### config.mk
export PLATFORM = sky130hd
export DESIGN_NAME = cordic_iter
export DESIGN_NICKNAME = d
export VERILOG_FILES = /design/src/rtl/cordic_iter.sv
export SDC_FILE = /design/constraint.sdc
export NUM_CORES = 1
export LEC_CHECK = 0
export ABC_AREA = 1
export BUFFER_PORTS_ARGS = -buffer_cell sky130_fd_sc_hd__clkbuf_2
export CAP_MARGIN = 0
export CORE_MARGIN = 4
export CORE_UTILIZATION = 56
export DETAILED_ROUTE_END_ITERATION = 7
export PLACE_DENSITY = 0.86
export SKIP_LAST_GASP = 1
export SYNTH_ARGS = -nofsm -noshare
export SYNTH_HDL_FRONTEND = slang
export SYNTH_SLANG_ARGS = --single-unit
export TNS_END_PERCENT = 20
### constraint.sdc
create_clock -name clk -period 3.8 [get_ports clk]
set_clock_uncertainty 0.2 [all_clocks]
set_input_delay 0.19 -clock clk [delete_from_list [all_inputs] [get_ports clk]]
set_output_delay 0.19 -clock clk [all_outputs]
set_load 0.03 [all_outputs]
### src/rtl/cordic_iter.sv
// Iterative CORDIC engine (rotation/vectoring), one micro-rotation per clock.
// Define GAIN_COMP_EN to scale the result by 1/K in one extra cycle before output.
module cordic_iter #(
    parameter int BITS  = 16,
    parameter int STEPS = 14
) (
    input  logic                   clk,
    input  logic                   rst_n,
    input  logic                   in_valid,
    output logic                   in_ready,
    input  logic                   in_mode,
    input  logic signed [BITS-1:0] in_x,
    input  logic signed [BITS-1:0] in_y,
    input  logic signed [BITS:0]   in_z,
    output logic                   out_valid,
    input  logic                   out_ready,
    output logic signed [BITS-1:0] out_x,
    output logic signed [BITS-1:0] out_y,
    output logic signed [BITS:0]   out_z,
    output logic                   busy
);

    localparam int XW    = BITS + 2;
    localparam int ZW    = BITS + 1;
    localparam int FRAC  = BITS - 2;
    localparam int CNT_W = $clog2(STEPS + 2);
    localparam int ROM_N = 1 << CNT_W;
`ifdef GAIN_COMP_EN
    localparam int LAST_CNT = STEPS + 1;
    localparam int PW       = XW + BITS;
    localparam longint GAIN_K_L = ((longint'(6072529) <<< FRAC) + 5000000) / 10000000;
    localparam logic signed [BITS-1:0] GAIN_K   = BITS'(GAIN_K_L);
    localparam logic signed [PW-1:0]   GAIN_RND = PW'(longint'(1) <<< (FRAC - 1));
`else
    localparam int LAST_CNT = STEPS;
`endif
    localparam longint HALF_PI_L = ((longint'(15707963) <<< FRAC) + 5000000) / 10000000;
    localparam logic signed [ZW-1:0] HALF_PI = ZW'(HALF_PI_L);

    // atan(1/d) as a Q60 power series; terms shrink by d^2 so 40 terms is ample for d >= 2
    function automatic longint atan_series(input longint d);
        longint p;
        longint sum;
        longint term;
        p   = (longint'(1) <<< 60) / d;
        sum = 0;
        for (int k = 0; k < 40; k++) begin
            term = p / longint'(2 * k + 1);
            if (k % 2 == 0) sum = sum + term;
            else            sum = sum - term;
            p = p / (d * d);
        end
        return sum;
    endfunction

    // atan(1) = atan(1/2) + atan(1/3) keeps entry 0 on the fast-converging path
    function automatic logic signed [ZW-1:0] atan_entry(input int i);
        longint v;
        if (i == 0) v = atan_series(2) + atan_series(3);
        else        v = atan_series(longint'(1) <<< i);
        return ZW'((v + (longint'(1) <<< (59 - FRAC))) >>> (60 - FRAC));
    endfunction

    function automatic logic signed [BITS-1:0] sat(input logic signed [XW-1:0] v);
        if (v > $signed({3'b000, {(BITS-1){1'b1}}}))
            return {1'b0, {(BITS-1){1'b1}}};
        else if (v < $signed({3'b111, {(BITS-1){1'b0}}}))
            return {1'b1, {(BITS-1){1'b0}}};
        return v[BITS-1:0];
    endfunction

    logic signed [ZW-1:0] atan_rom [ROM_N];

    generate
        for (genvar gi = 0; gi < ROM_N; gi++) begin : g_atan
            if (gi < STEPS) begin : g_used
                localparam logic signed [ZW-1:0] ATAN_I = atan_entry(gi);
                assign atan_rom[gi] = ATAN_I;
            end else begin : g_pad
                assign atan_rom[gi] = '0;
            end
        end
    endgenerate

    typedef enum logic [1:0] {S_IDLE, S_RUN, S_DONE} state_t;

    state_t               state_q, state_d;
    logic [CNT_W-1:0]     cnt_q, cnt_d;
    logic                 mode_q, mode_d;
    logic signed [XW-1:0] x_q, x_d, y_q, y_d;
    logic signed [ZW-1:0] z_q, z_d;
    logic                 in_ready_q, in_ready_d;
    logic                 out_valid_q, out_valid_d;
    logic                 busy_q, busy_d;
    logic signed [BITS-1:0] out_x_q, out_x_d, out_y_q, out_y_d;
    logic signed [ZW-1:0]   out_z_q, out_z_d;

    logic signed [XW-1:0] x_ext, y_ext, x_sh, y_sh;
    logic                 sigma_pos;
`ifdef GAIN_COMP_EN
    logic signed [PW-1:0] prod_x, prod_y;
`endif

    assign x_ext = {{2{in_x[BITS-1]}}, in_x};
    assign y_ext = {{2{in_y[BITS-1]}}, in_y};

    always_comb begin
        state_d   = state_q;
        cnt_d     = cnt_q;
        mode_d    = mode_q;
        x_d       = x_q;
        y_d       = y_q;
        z_d       = z_q;
        out_x_d   = out_x_q;
        out_y_d   = out_y_q;
        out_z_d   = out_z_q;
        x_sh      = x_q >>> cnt_q;
        y_sh      = y_q >>> cnt_q;
        sigma_pos = mode_q ? y_q[XW-1] : ~z_q[ZW-1];
`ifdef GAIN_COMP_EN
        prod_x    = PW'(x_q) * PW'(GAIN_K);
        prod_y    = PW'(y_q) * PW'(GAIN_K);
`endif
        unique case (state_q)
            S_IDLE: begin
                if (in_valid) begin
                    mode_d  = in_mode;
                    cnt_d   = '0;
                    state_d = S_RUN;
                    x_d     = x_ext;
                    y_d     = y_ext;
                    z_d     = in_z;
                    if (!in_mode) begin
                        if (in_z > HALF_PI) begin
                            x_d = -y_ext;
                            y_d = x_ext;
                            z_d = in_z - HALF_PI;
                        end else if (in_z < -HALF_PI) begin
                            x_d = y_ext;
                            y_d = -x_ext;
                            z_d = in_z + HALF_PI;
                        end
                    end else if (in_x[BITS-1]) begin
                        // fold the left half-plane so the iterations only see x >= 0
                        if (!in_y[BITS-1]) begin
                            x_d = y_ext;
                            y_d = -x_ext;
                            z_d = in_z + HALF_PI;
                        end else begin
                            x_d = -y_ext;
                            y_d = x_ext;
                            z_d = in_z - HALF_PI;
                        end
                    end
                end
            end
            S_RUN: begin
                cnt_d = cnt_q + CNT_W'(1);
                if (cnt_q < CNT_W'(STEPS)) begin
                    if (sigma_pos) begin
                        x_d = x_q - y_sh;
                        y_d = y_q + x_sh;
                        z_d = z_q - atan_rom[cnt_q];
                    end else begin
                        x_d = x_q + y_sh;
                        y_d = y_q - x_sh;
                        z_d = z_q + atan_rom[cnt_q];
                    end
                end
`ifdef GAIN_COMP_EN
                else if (cnt_q == CNT_W'(STEPS)) begin
                    x_d = XW'((prod_x + GAIN_RND) >>> FRAC);
                    y_d = XW'((prod_y + GAIN_RND) >>> FRAC);
                end
`endif
                if (cnt_q == CNT_W'(LAST_CNT)) begin
                    out_x_d = sat(x_q);
                    out_y_d = sat(y_q);
                    out_z_d = z_q;
                    cnt_d   = '0;
                    state_d = S_DONE;
                end
            end
            S_DONE: begin
                if (out_ready) state_d = S_IDLE;
            end
            default: state_d = S_IDLE;
        endcase
        in_ready_d  = (state_d == S_IDLE);
        out_valid_d = (state_d == S_DONE);
        busy_d      = (state_d != S_IDLE);
    end

    always_ff @(posedge clk) begin
        if (!rst_n) begin
            state_q     <= S_IDLE;
            cnt_q       <= '0;
            mode_q      <= 1'b0;
            x_q         <= '0;
            y_q         <= '0;
            z_q         <= '0;
            in_ready_q  <= 1'b1;
            out_valid_q <= 1'b0;
            busy_q      <= 1'b0;
            out_x_q     <= '0;
            out_y_q     <= '0;
            out_z_q     <= '0;
        end else begin
            state_q     <= state_d;
            cnt_q       <= cnt_d;
            mode_q      <= mode_d;
            x_q         <= x_d;
            y_q         <= y_d;
            z_q         <= z_d;
            in_ready_q  <= in_ready_d;
            out_valid_q <= out_valid_d;
            busy_q      <= busy_d;
            out_x_q     <= out_x_d;
            out_y_q     <= out_y_d;
            out_z_q     <= out_z_d;
        end
    end

    assign in_ready  = in_ready_q;
    assign out_valid = out_valid_q;
    assign busy      = busy_q;
    assign out_x     = out_x_q;
    assign out_y     = out_y_q;
    assign out_z     = out_z_q;

endmodule

==> impl_metrics.py <==
metrics = {
    "outcome": {
        "status": "finished, violations left",
        "violations": "design-rule violations, negative setup slack",
    },
    "clocking": {
        "cts_sinks": 112,
        "clockRootBuffer": "clkbuf_16",
        "h-tree-depth": 3,
        "cts_buffers": 9,
        "clk_pin_slew_worst_paths_ns": 0.09,
        "cts_tree": "done",
        "clockBufferDepth": 2,
        "clock_latency_ns": 0.38,
    },
    "worst_setup_path": {
        "endpoint_kind": "flop",
        "cp_data_arrival_time_ns": 4.36,
        "cp.required_ns": 3.91,
        "critical_path.max_stage_delay_ns": 0.38,
        "cp_max_fo": 17,
        "startpoint_type": "flop",
        "critical_path.slowest_cell": "dfxtp_4",
        "criticalPathCategory": "flop to flop",
        "path_common_cell": "nand2_1",
    },
    "sta": {
        "finalCritPeriodShare": 1.12,
        "fmax_ghz": 0.235,
        "setup_viol": 24,
        "worst_slack_ns": -0.450,
        "worst_pin_slew_ns": 1.04,
        "drv_slew": 0,
        "finalHoldViolCount": 0,
        "relSlewSlack": 0.300,
        "period_needed_ns": 4.25,
        "rsz0062_at_grt": "true",
    },
    "route": {
        "firstDrtPassIters": 8,
        "drt-total-wl_mm": 53.5,
        "vias_per_cell": 6.18,
        "wire_per_inst_um": 19.5,
        "route.detailed.drc": 8,
        "ant_nets": 0,
        "drtIter0Drc": 2180,
        "vias": 17000,
    },
    "logic_synthesis": {
        "yosysSeqAreaShare": 0.177,
        "synth_area_sq_um": 12700,
        "ys_top_cells_by_count": "nand2_1 (540), o21ai_0 (215), inv_1 (199)",
        "synth-edff-count": 0,
        "synth_most_common_cell": "nand2_1",
        "synthesis.nets": 2269,
        "ys_ff_latch": 112,
        "synth_area_leader_cell": "dfxtp_1",
        "synth_area_leaders": "dfxtp_1 (18%), nand2_1 (16%), o21ai_0 (8.5%)",
        "yosysWarnings": 0,
        "avgSynthCellArea_sq_um": 5.92,
        "async_flop_share": 0,
        "synth_flop_cell": "dfxtp_1",
        "synth_cell_types": 53,
        "synth_top_area_frac": 0.177,
        "netlist_instances": 2144,
    },
    "place": {
        "pre_cts_ws_ns": -0.430,
        "port_buffers": 105,
        "place_area_sq_um": 15400,
        "gp_congestion": 1.07,
        "dp_cells": 2713,
        "hpwlAfterDp_mm": 38.7,
    },
    "die": {
        "rows": 54,
        "dieWidth_um": 159,
        "initial_core_util": 0.576,
        "design.die.area_sq_um": 25100,
        "pin_count": 106,
        "die-height_um": 159,
        "coreArea_sq_um": 22000,
    },
    "pwr": {
        "p_per_area_nw_per_um2": 469,
        "leakage_nw": 8.34,
        "power_mw": 7.83,
        "peakVddDrop_mv": 0.534,
    },
    "global_route": {
        "grt_max_degree": 85,
        "grt-ovfl-total": 0,
        "grt_pass1_wl_mm": 80.4,
        "gr-usage-all-layers": 0.399,
        "grt_pass1_vias": 15400,
        "antenna_found_initial": 1,
    },
    "hold_path": {
        "hp-class": "input pin to flop",
    },
    "finish": {
        "diodes": 0,
        "final_util": 0.757,
        "syn_to_final_growth_pct": 31.4,
        "instances_no_fill": 2749,
        "layout-drive-gt1-share": 0.260,
        "finalInstanceArea_sq_um": 16700,
        "nets": 2589,
    },
    "run": {
        "maxCapViolCount": 0,
    },
}
[flip-flops by register name, indices dropped and copies added (netlist names)]
register	count
out_z	17
y_q	18
out_valid	1
mode_q	1
z_q	17
out_x	16
cnt_q	4
busy	1
state_q	2
out_y	16
in_ready	1
x_q	18
[kinds of logic after synthesis]
family | count (synthesis) | share of synthesized area
buffers and inverters | 334 | 0.108
and+or+nand+nor | 956 | 0.315
xor gates and xnor gates | 102 | 0.0704
AOI/OAI and AO/OA | 569 | 0.258
DFF | 112 | 0.177
adders and majority gates | 71 | 0.0718
[layout by cell type (no fill, tap or decap), types with 75 or more instances in the layout]
cell      instances
nand3_1         163
a21oi_1         138
dfxtp_1         109
buf_4           313
clkbuf_2        105
nand2_1         509
nor2_1          143
o21ai_0         188
xor2_1           75
inv_1           193
[final timing paths]
path / cells after the start / slack [ns] / to / from
min: 3 / 0.08 / z_q[0] / in_z[0]
max reg2reg: 28 / -0.45 / y_q[16] / cnt_q[0]
max: 28 / -0.45 / y_q[16] / cnt_q[0]
min reg2reg: 2 / 0.31 / out_z[0] / z_q[0]
[cell type report]
type | count | area [sq um]
Fill cell | 1738 | 5350
Clock inverter | 7 | 105
Timing Repair Buffer | 429 | 3070
Sequential cell | 112 | 2250
Inverter | 214 | 803
Multi-Input combinational cell | 1698 | 9870
Clock buffer | 9 | 225
Tap cell | 280 | 350
[worst max-delay path, delay by kind of cell (launching register included)]
kind                       cells  cell delay [ns]
AOI/OAI and AO/OA              3             0.40
and+or+nand+nor               15             1.57
adders and majority gates      1             0.31
xor gates and xnor gates       2             0.44
buffers and inverters          7             0.88
DFF                            1             0.38
[layer usage]
layer | global-route usage | up-vias | wire length (um) | share of wire
li1 | - | 7873 | - | -
met1 | 0.554 | 7730 | 21300 | 0.40
met2 | 0.624 | 1165 | 23200 | 0.43
met3 | 0.0603 | 218 | 6480 | 0.12
met4 | 0.154 | 0 | 2480 | 0.046
met5 | 0 | - | 0 | 0
[per-stage QoR]
stage	hold WS, ns	TNS, ns
final	0.0825	-4.13
after global routing	0.0993	-10.89
after CTS	0.0801	-1.09
after detailed placement	0.293	-5.24
after global placement	0.282	-3.63
after floorplan	0.151	0
[repair_timing]
item	in CTS	in global routing
gates cloned	1	0
pin swaps	55	39
endpoints found under the hold margin	4	0
resized for setup	107	99
buffers inserted	12	4
setup endpoints to repair	28	36
hold buffers	3	0
[power by group]
part	leakage (nW)	switching, mW	total [mW]	internal [mW]
sequential	0.918	0.169	1.43	1.26
combinational	7.26	2.98	5.32	2.34
clock	0.162	0.534	1.08	0.541
total	8.34	3.69	7.83	4.14
(Power assumes the default switching activity.)
